===== config.mk =====
export PLATFORM = sky130hd
export DESIGN_NAME = step_button_ctrl
export DESIGN_NICKNAME = d
export VERILOG_FILES = /design/src/rtl/step_pkg.sv /design/src/rtl/step_button_ctrl_debounce.sv /design/src/rtl/step_button_ctrl.sv
export SDC_FILE = /design/constraint.sdc
export NUM_CORES = 1
export LEC_CHECK = 0
export BUFFER_PORTS_ARGS = -buffer_cell sky130_fd_sc_hd__buf_2
export CAP_MARGIN = 20
export CORE_ASPECT_RATIO = 0.8
export CORE_UTILIZATION = 59
export CTS_BUF_LIST = sky130_fd_sc_hd__clkbuf_4 sky130_fd_sc_hd__clkbuf_8
export DETAILED_ROUTE_END_ITERATION = 8
export PLACE_DENSITY = 0.77
export SYNTH_ARGS = -nofsm -noshare
export SYNTH_HDL_FRONTEND = slang
export SYNTH_HIERARCHICAL = 1
export SYNTH_SLANG_ARGS = --single-unit

===== constraint.sdc =====
create_clock -name clk -period 4.6 [get_ports clk]
set_input_delay 0.69 -clock clk [delete_from_list [all_inputs] [get_ports clk]]
set_output_delay 0.69 -clock clk [all_outputs]
set_load 0.02 [all_outputs]

===== src/rtl/step_pkg.sv =====
// step_pkg
//   Shared definitions for the step button controller: FSM state encoding,
//   direction codes and counter-width helpers.
//   No ports (package).
package step_pkg;

  typedef enum logic [2:0] {
    S_IDLE  = 3'd0,
    S_SETUP = 3'd1,
    S_PULSE = 3'd2,
    S_WAIT  = 3'd3,
    S_LOCK  = 3'd4
  } state_t;

  localparam logic DIR_UP = 1'b0;
  localparam logic DIR_DN = 1'b1;

  // Bits needed to hold every value 0..max_val (never less than 1).
  function automatic int cnt_width(input int max_val);
    return (max_val < 1) ? 1 : $clog2(max_val + 1);
  endfunction

  function automatic int max_int(input int a, input int b);
    return (a > b) ? a : b;
  endfunction

endpackage


===== src/rtl/step_button_ctrl_debounce.sv =====
// btn_debounce
//   Two-flop synchroniser followed by a debounce filter for one raw button.
//   The debounced level only changes after the synchronised input has
//   disagreed with it for DEB_CYCLES+1 consecutive samples; any agreeing
//   sample restarts the count, so short glitches are dropped.
// Ports
//   clk    in  1  system clock
//   rst_n  in  1  asynchronous active-low reset
//   raw    in  1  raw asynchronous button, 1 = pressed
//   level  out 1  debounced button level
module btn_debounce
  import step_pkg::*;
#(
  parameter int DEB_CYCLES = 16
) (
  input  logic clk,
  input  logic rst_n,
  input  logic raw,
  output logic level
);

  localparam int CW = cnt_width(DEB_CYCLES);

  logic          sync1;
  logic          sync2;
  logic [CW-1:0] cnt;

  always_ff @(posedge clk or negedge rst_n) begin
    if (!rst_n) begin
      sync1 <= 1'b0;
      sync2 <= 1'b0;
      level <= 1'b0;
      cnt   <= '0;
    end else begin
      sync1 <= raw;
      sync2 <= sync1;
      if (sync2 == level) begin
        cnt <= '0;
      end else if (cnt == CW'(DEB_CYCLES)) begin
        level <= sync2;
        cnt   <= '0;
      end else begin
        cnt <= cnt + 1'b1;
      end
    end
  end

endmodule


===== src/rtl/step_button_ctrl.sv =====
// step_button_ctrl
//   Turns two raw push-buttons into a direction level and a step strobe for
//   blind_cycler. One step per press, auto-repeat while held, no steps while
//   both buttons are down. dir only changes in IDLE, so it is stable for a
//   full cycle before nxt rises and for the whole time nxt is high.
// Ports
//   clk     in  1  system clock
//   rst_n   in  1  asynchronous active-low reset
//   btn_up  in  1  raw button, 1 = pressed, step up
//   btn_dn  in  1  raw button, 1 = pressed, step down
//   nxt     out 1  registered step strobe, PULSE_W cycles per step
//   dir     out 1  registered direction, 0 = up, 1 = down
//   active  out 1  registered, 1 whenever the FSM is not IDLE
//
// state   | meaning
// --------+---------------------------------------------------------------
// S_IDLE  | no button accepted; dir latched on exit to S_SETUP
// S_SETUP | one cycle with dir settled and nxt low
// S_PULSE | nxt high for PULSE_W cycles; repeat timer loaded on entry
// S_WAIT  | nxt low; watch for release, second button or repeat expiry
// S_LOCK  | both buttons seen; wait until both are released
module step_button_ctrl
  import step_pkg::*;
#(
  parameter int DEB_CYCLES = 16,
  parameter int REP_DELAY  = 64,
  parameter int REP_PERIOD = 16,
  parameter int PULSE_W    = 2
) (
  input  logic clk,
  input  logic rst_n,
  input  logic btn_up,
  input  logic btn_dn,
  output logic nxt,
  output logic dir,
  output logic active
);

  localparam int TW = cnt_width(max_int(REP_DELAY, REP_PERIOD));
  localparam int PW = cnt_width(PULSE_W);

  logic          up_lvl;
  logic          dn_lvl;
  state_t        state;
  state_t        state_nx;
  logic [TW-1:0] rep_cnt;
  logic [PW-1:0] pls_cnt;
  logic          held;
  logic          other;

  btn_debounce #(.DEB_CYCLES(DEB_CYCLES)) u_deb_up (
    .clk   (clk),
    .rst_n (rst_n),
    .raw   (btn_up),
    .level (up_lvl)
  );

  btn_debounce #(.DEB_CYCLES(DEB_CYCLES)) u_deb_dn (
    .clk   (clk),
    .rst_n (rst_n),
    .raw   (btn_dn),
    .level (dn_lvl)
  );

  // The button that started the current run versus the opposite one.
  assign held  = (dir == DIR_DN) ? dn_lvl : up_lvl;
  assign other = (dir == DIR_DN) ? up_lvl : dn_lvl;

  always_comb begin
    state_nx = state;
    case (state)
      S_IDLE: begin
        if (up_lvl && dn_lvl) begin
          state_nx = S_LOCK;
        end else if (up_lvl ^ dn_lvl) begin
          state_nx = S_SETUP;
        end
      end
      S_SETUP: state_nx = S_PULSE;
      S_PULSE: begin
        if (pls_cnt == '0) begin
          state_nx = S_WAIT;
        end
      end
      S_WAIT: begin
        // Releasing the held button wins over everything, so a reversal
        // (release one, press the other) always goes back through IDLE.
        if (!held) begin
          state_nx = S_IDLE;
        end else if (other) begin
          state_nx = S_LOCK;
        end else if (rep_cnt == '0) begin
          state_nx = S_PULSE;
        end
      end
      S_LOCK: begin
        if (!up_lvl && !dn_lvl) begin
          state_nx = S_IDLE;
        end
      end
      default: state_nx = S_IDLE;
    endcase
  end

  always_ff @(posedge clk or negedge rst_n) begin
    if (!rst_n) begin
      state   <= S_IDLE;
      nxt     <= 1'b0;
      dir     <= DIR_UP;
      active  <= 1'b0;
      rep_cnt <= '0;
      pls_cnt <= '0;
    end else begin
      state  <= state_nx;
      nxt    <= (state_nx == S_PULSE);
      active <= (state_nx != S_IDLE);

      if (state == S_IDLE && state_nx == S_SETUP) begin
        dir <= dn_lvl ? DIR_DN : DIR_UP;
      end

      // Timers count down to a terminal count of zero and then hold there.
      // Loading with N-1 at pulse entry makes the next rise land exactly
      // N cycles after this one.
      if (state != S_PULSE && state_nx == S_PULSE) begin
        pls_cnt <= PW'(PULSE_W - 1);
        rep_cnt <= (state == S_SETUP) ? TW'(REP_DELAY - 1) : TW'(REP_PERIOD - 1);
      end else begin
        if (state == S_PULSE && pls_cnt != '0) begin
          pls_cnt <= pls_cnt - 1'b1;
        end
        if (rep_cnt != '0) begin
          rep_cnt <= rep_cnt - 1'b1;
        end
      end
    end
  end

endmodule


Word-level counts from Yosys, hierarchy flattened
Index checks and enable logic that the tools add are counted.
{ "totals": {"word_cells": 69, "inputBits": 4, "regBits": 31, "out_inout_bits": 3} }
{ "op_classes": {"n_mux": 20, "n_eq_ne": 11, "n_bitwise": 3, "addsub": 4, "reduce_logical": 17} }
{ "op_table": {"columns": ["operator", "n"], "rows": [
  ["two-way mux 3 bit", 7],
  ["two-way mux 5 bit", 4],
  ["case mux 3 bit (5 select lines)", 1],
  ["two-way mux 7 bit", 2],
  ["adder 5 x 1 -> 5 bit (second input constant)", 2],
  ["equality test 5 bit (second input constant)", 2],
  ["equality test 3 x 2 -> 1 bit (second input constant)", 3],
  ["zero test 7 bit", 1],
  ["nonzero test 7 bit", 1],
  ["subtractor 7 x 1 -> 7 bit (second input constant)", 1],
  ["equality test 3 x 1 -> 1 bit (second input constant)", 2],
  ["two-way mux 6 bit", 1],
  ["nonzero test 2 bit", 3],
  ["logical AND 1 bit", 5],
  ["two-way mux 2 bit", 2],
  ["AND reduction 2 bit", 2],
  ["equality test 3 bit (second input constant)", 1],
  ["zero test 3 bit", 1],
  ["two-way mux 1 bit", 3],
  ["inequality test 3 x 2 -> 1 bit (second input constant)", 1],
  ["nonzero test 3 bit", 1],
  ["equality test 1 bit", 2],
  ["zero test 1 bit", 2],
  ["zero test 2 bit", 1],
  ["other kinds (3)", 4]
]} }

Depth between registers and ports, before layout
{ "logic_depth": {"depth_word": 8, "ltp_mapped": 7, "ltp_nobuf": 6} }

Hierarchy
Netlist, hierarchy kept.
{ "modules_own_cells": {"columns": ["module", "cells_each", "area_per_inst_um2", "n_inst", "seq_area_each_um2"], "rows": [
  ["step_button_ctrl", 75, 788.3, 1, 375.4],
  ["btn_debounce", 27, 329.1, 2, 200.2]
]} }

Least setup slack after synthesis
No wires, ideal clock.
{ "synth_path": {"kind": "register to register", "startpoint": "register rep_cnt[0]", "endpoint": "register active", "period_less_slack_ns": 2.015, "path_slack_ns": 2.585, "required_ns": 4.469, "setup_time_ns": 0.131, "path_stages_with_launch": 8, "path_buffers": 1, "arrival_time_ns": 1.884, "path_cell_list": "dfrtp_1 > inv_1 > ha_1 > or3b_1 > buf_2 > or2_4 > a31o_4 > or3_1"} }
{ "synth_between": {"elab_chain_len": 6} }
{ "synth_lines": {"columns": ["element", "line", "text"], "rows": [
  ["from (decl)", "step_button_ctrl.sv:46", "logic [TW-1:0] rep_cnt;"],
  ["from (signal assigned)", "step_button_ctrl.sv:127", "rep_cnt <= (state == S_SETUP) ? TW'(REP_DELAY - 1) : TW'(REP_PERIOD - 1);"],
  ["from (signal assigned)", "step_button_ctrl.sv:133", "rep_cnt <= rep_cnt - 1'b1;"],
  ["zero test 7 bit", "step_button_ctrl.sv:92", "end else if (rep_cnt == '0) begin"],
  ["two-way mux 3 bit", "step_button_ctrl.sv:92", null],
  ["two-way mux 3 bit", "step_button_ctrl.sv:90", "end else if (other) begin"],
  ["two-way mux 3 bit", "step_button_ctrl.sv:88", "if (!held) begin"],
  ["case mux 3 bit (5 select lines)", "step_button_ctrl.sv:71", "case (state)"],
  ["via state_nx[0]", "step_button_ctrl.sv:45", "state_t state_nx;"],
  ["nonzero test 3 bit", "step_button_ctrl.sv:116", "active <= (state_nx != S_IDLE);"],
  ["to (signal assigned)", "step_button_ctrl.sv:116", null],
  ["to (decl)", "step_button_ctrl.sv:36", "output logic active"]
]} }
The timed path passes the listed nets, and every way through them passes these cells.
A chain may end at the register's enable or synchronous reset.

Worst setup path in the final report
Same ends and word-level chain as after synthesis.

==> results.md <==
- Status: complete, no violations
- Port bufs: 6
- Clock Latency Late Sink: about 320 ps
- Hold Worst Slack: about 370 ps
- Fillers: between 150 and 200
- DRC: 0
- # Post-CTS Setup Buffers: 0
- Root Buffer Master: clkbuf_4
- Syn Area/Cell: around 11 um^2
- Initial antenna violation count: 0
- Seq/Total Area, Yosys: around 54%
- RePlAce Congestion: ~0.84
- Slowest CP cell: or3b_1
- Routed Antenna Nets: 0
- TritonCTS clock tree: built
- Reg-to-Reg Start: rep_cnt[0]
- Delay of the slowest critical-path stage: around 430 ps
- Setup TNS: 0 ps
- Die height: between 40 and 50 um
- Yosys cell types: 32
- RSZ-0062 raised after global routing: false
- Final WL: 2060 um
- Fin nets: 153
- Peak VDD IR: 0.299 mV
- Layout cells sized above 1: 16.2%
- Crit Path Max Fanout: 5
- Fin crit share: about 45%
- Setup-failing EPs final: 0
- Vias per cell: about 5.6
- F_max: around 0.48 GHz
- CTS sink count: 31
- Top cells by area, synth: dfrtp_1, ha_1, xnor2_1
- HPWL after detailed placement: between 1000 and 1500 um
- Ys Warns: 6
- Worst path top cell family by delay: simple AND/OR/NAND/NOR gates
- Row cnt: 15
- Worst rel slew slack: a little under three fifths
- Slew @ Worst Pin: roughly 650 ps
- Clock Pin Slew Worst Setup and Hold Paths: approximately 90 ps
- First-pass GRT wire length: ~3600 um
- Maxcap violations: 0
- CTS buffer count: 5
- Pleak: between 0.7 and 0.8 nW
- Hold Violations, Final: 0
- Largest net degree at the start of global routing: 32
- Die width: between 50 and 60 um
- CP endpoint kind: flip-flop
- Iter 0 DRT Violations: 42
- Setup CP Type: flip-flop to flip-flop
- Yosys top cell area share: 53.6%
- Most frequent cells in the layout: dfrtp_1, inv_1, nor2_1, ha_1
- Synthesized cell area: roughly 1400 um^2
- Tot GR Track Use: a little under a fifth
- Vias in the first global route: slightly above 800
- Mapped Cells: 129
- H-Tree Depth: 2
- CTS resizes: 0
- Overflow after GRT: 0
- TritonRoute pass-1 iters: 4
- Worst r2r dst: active
- Cell count along the critical path: 6
- Core ar.: 2230 um^2
- Layout area overhead: 9.86%
- Worst EP required: a little under 5000 ps
- Die area: 2650 um^2
- Critical path data arrival time: around 2300 ps
- Post-DR wirelength/cell: between 10 and 15 um
- Slew Limit Fails: 0
- Net Count, Synth: roughly 140
- Worst Setup EP: active
- HP Class: flip-flop to flip-flop
- DR vias: 927
- CP Launch Type: flip-flop
- Seq cells post-synth: 31
- Diode count: 0
- Fin crit period: approximately 2100 ps
- Yosys top cell by area: dfrtp_1
- Initial Util: about 65%
- Worst-case clock buffer depth: 2
- CP Buf/Inv Count: 1
- Hold_buf cts: 0
- Worst-path cell chain: inv_1, ha_1, or3b_1, or2_4, a31o_4, or3_1
- Commonest non-fill, non-tap cell in the layout: dfrtp_1
- Cell Pwr Density: 510 nW/um^2
- Reg2Reg Depth: 6
- Crit path launch: rep_cnt[0]
- Setup Skew: around 9.0 ps
- R2R Setup Slk: about 2500 ps
- I/O pin count: 7
- Layout Utilization: between 70% and 80%
-- synth_stat cells --
| cell type | instances |
|---|---|
| o211ai_1 | 4 |
| or3_1 | 2 |
| or3b_1 | 1 |
| nor3_1 | 3 |
| buf_2 | 1 |
| or2_4 | 1 |
| ha_1 | 8 |
| or2b_1 | 1 |
| nand3b_1 | 2 |
| a211oi_1 | 2 |
| a311oi_1 | 1 |
| dfrtp_1 | 31 |
| xnor2_1 | 6 |
| o21ai_0 | 5 |
| nor4_1 | 1 |
| nand3_1 | 4 |
| o311a_2 | 1 |
| inv_1 | 12 |
| nand2_1 | 6 |
| or4_2 | 1 |
| nor2_1 | 10 |
| a21oi_1 | 2 |
| o31ai_1 | 3 |
| or3b_2 | 2 |
| o21bai_1 | 1 |
| o211a_1 | 1 |
| a31o_4 | 1 |
| nand2b_1 | 2 |
| and4_1 | 1 |
| mux2_2 | 3 |
| and2_1 | 5 |
| xor2_1 | 5 |
-- cells by family after synthesis --
logic type | after synthesis | synth area share, %
simple gates | 42 | 16.1
flops | 31 | 53.6
compound gates | 21 | 10.9
buf+inv | 13 | 3.46
xor+xnor | 11 | 6.66
fa+ha+maj | 8 | 6.92
mux | 3 | 2.34
-- worst min path at each step --
| stage | from | endpoint | slack [ps] | depth (start not counted) |
|---|---|---|---|---|
| after detailed placement | u_deb_dn/sync1 | u_deb_dn/sync2 | 340 | 0 |
| after global routing | u_deb_up/sync1 | u_deb_up/sync2 | 380 | 0 |
| after CTS | u_deb_dn/sync1 | u_deb_dn/sync2 | 370 | 0 |
| after floorplan | u_deb_dn/sync1 | u_deb_dn/sync2 | 330 | 0 |
| final | u_deb_up/sync1 | u_deb_up/sync2 | 370 | 0 |
| after global placement | u_deb_up/sync1 | u_deb_up/sync2 | 340 | 0 |
-- sequential cells by signal, summed over array words and instances, names as in the netlist, 2 cells and up --
name,cells
rep_cnt,7
pls_cnt,2
u_deb_up/cnt,5
u_deb_dn/cnt,5
state,3
-- worst reg2reg max path: stages (launching register included) --
cell	delay, ps
dfrtp_1	400
inv_1	100
ha_1	170
or3b_1	430
or2_4	300
a31o_4	230
or3_1	330
-- report_power, final --
part           switching [mW]  total (mW)  internal (mW)
Combinational           0.109       0.209         0.0998
Clock                  0.0895       0.218          0.128
Sequential             0.0500       0.384          0.334
Total                   0.249       0.811          0.562
-- area by class of cell --
class	count	area (um^2)	area share, %
Sequential cell	31	776	48.8
Multi-Input combinational cell	85	621	39.1
Clock buffer	6	51.3	3.23
Inverter	12	45.0	2.83
Clock inverter	2	35.0	2.20
Tap cell	25	31.3	1.97
Timing Repair Buffer	6	30.0	1.89
-- layer usage --
| layer | track usage (%) | wire, um |
|---|---|---|
| met3 | 6.46 | 82 |
| met5 | 0 | 0 |
| met2 | 26.0 | 878 |
| met4 | 11.2 | 33 |
| met1 | 26.1 | 1070 |
-- per-stage QoR --
step           cells  power [mW]  area [um^2]  setup WS [ps]
6_report         167       0.811         1590           2520
5_1_grt          167       0.871         1590           2390
4_1_cts          167       0.825         1590           2520
3_5_place_dp     159       0.600         1500           2540
3_3_place_gp     159       0.593         1500           2570
2_1_floorplan    129       0.549         1450           2580
Note: power is estimated with default switching activity, not from simulation.
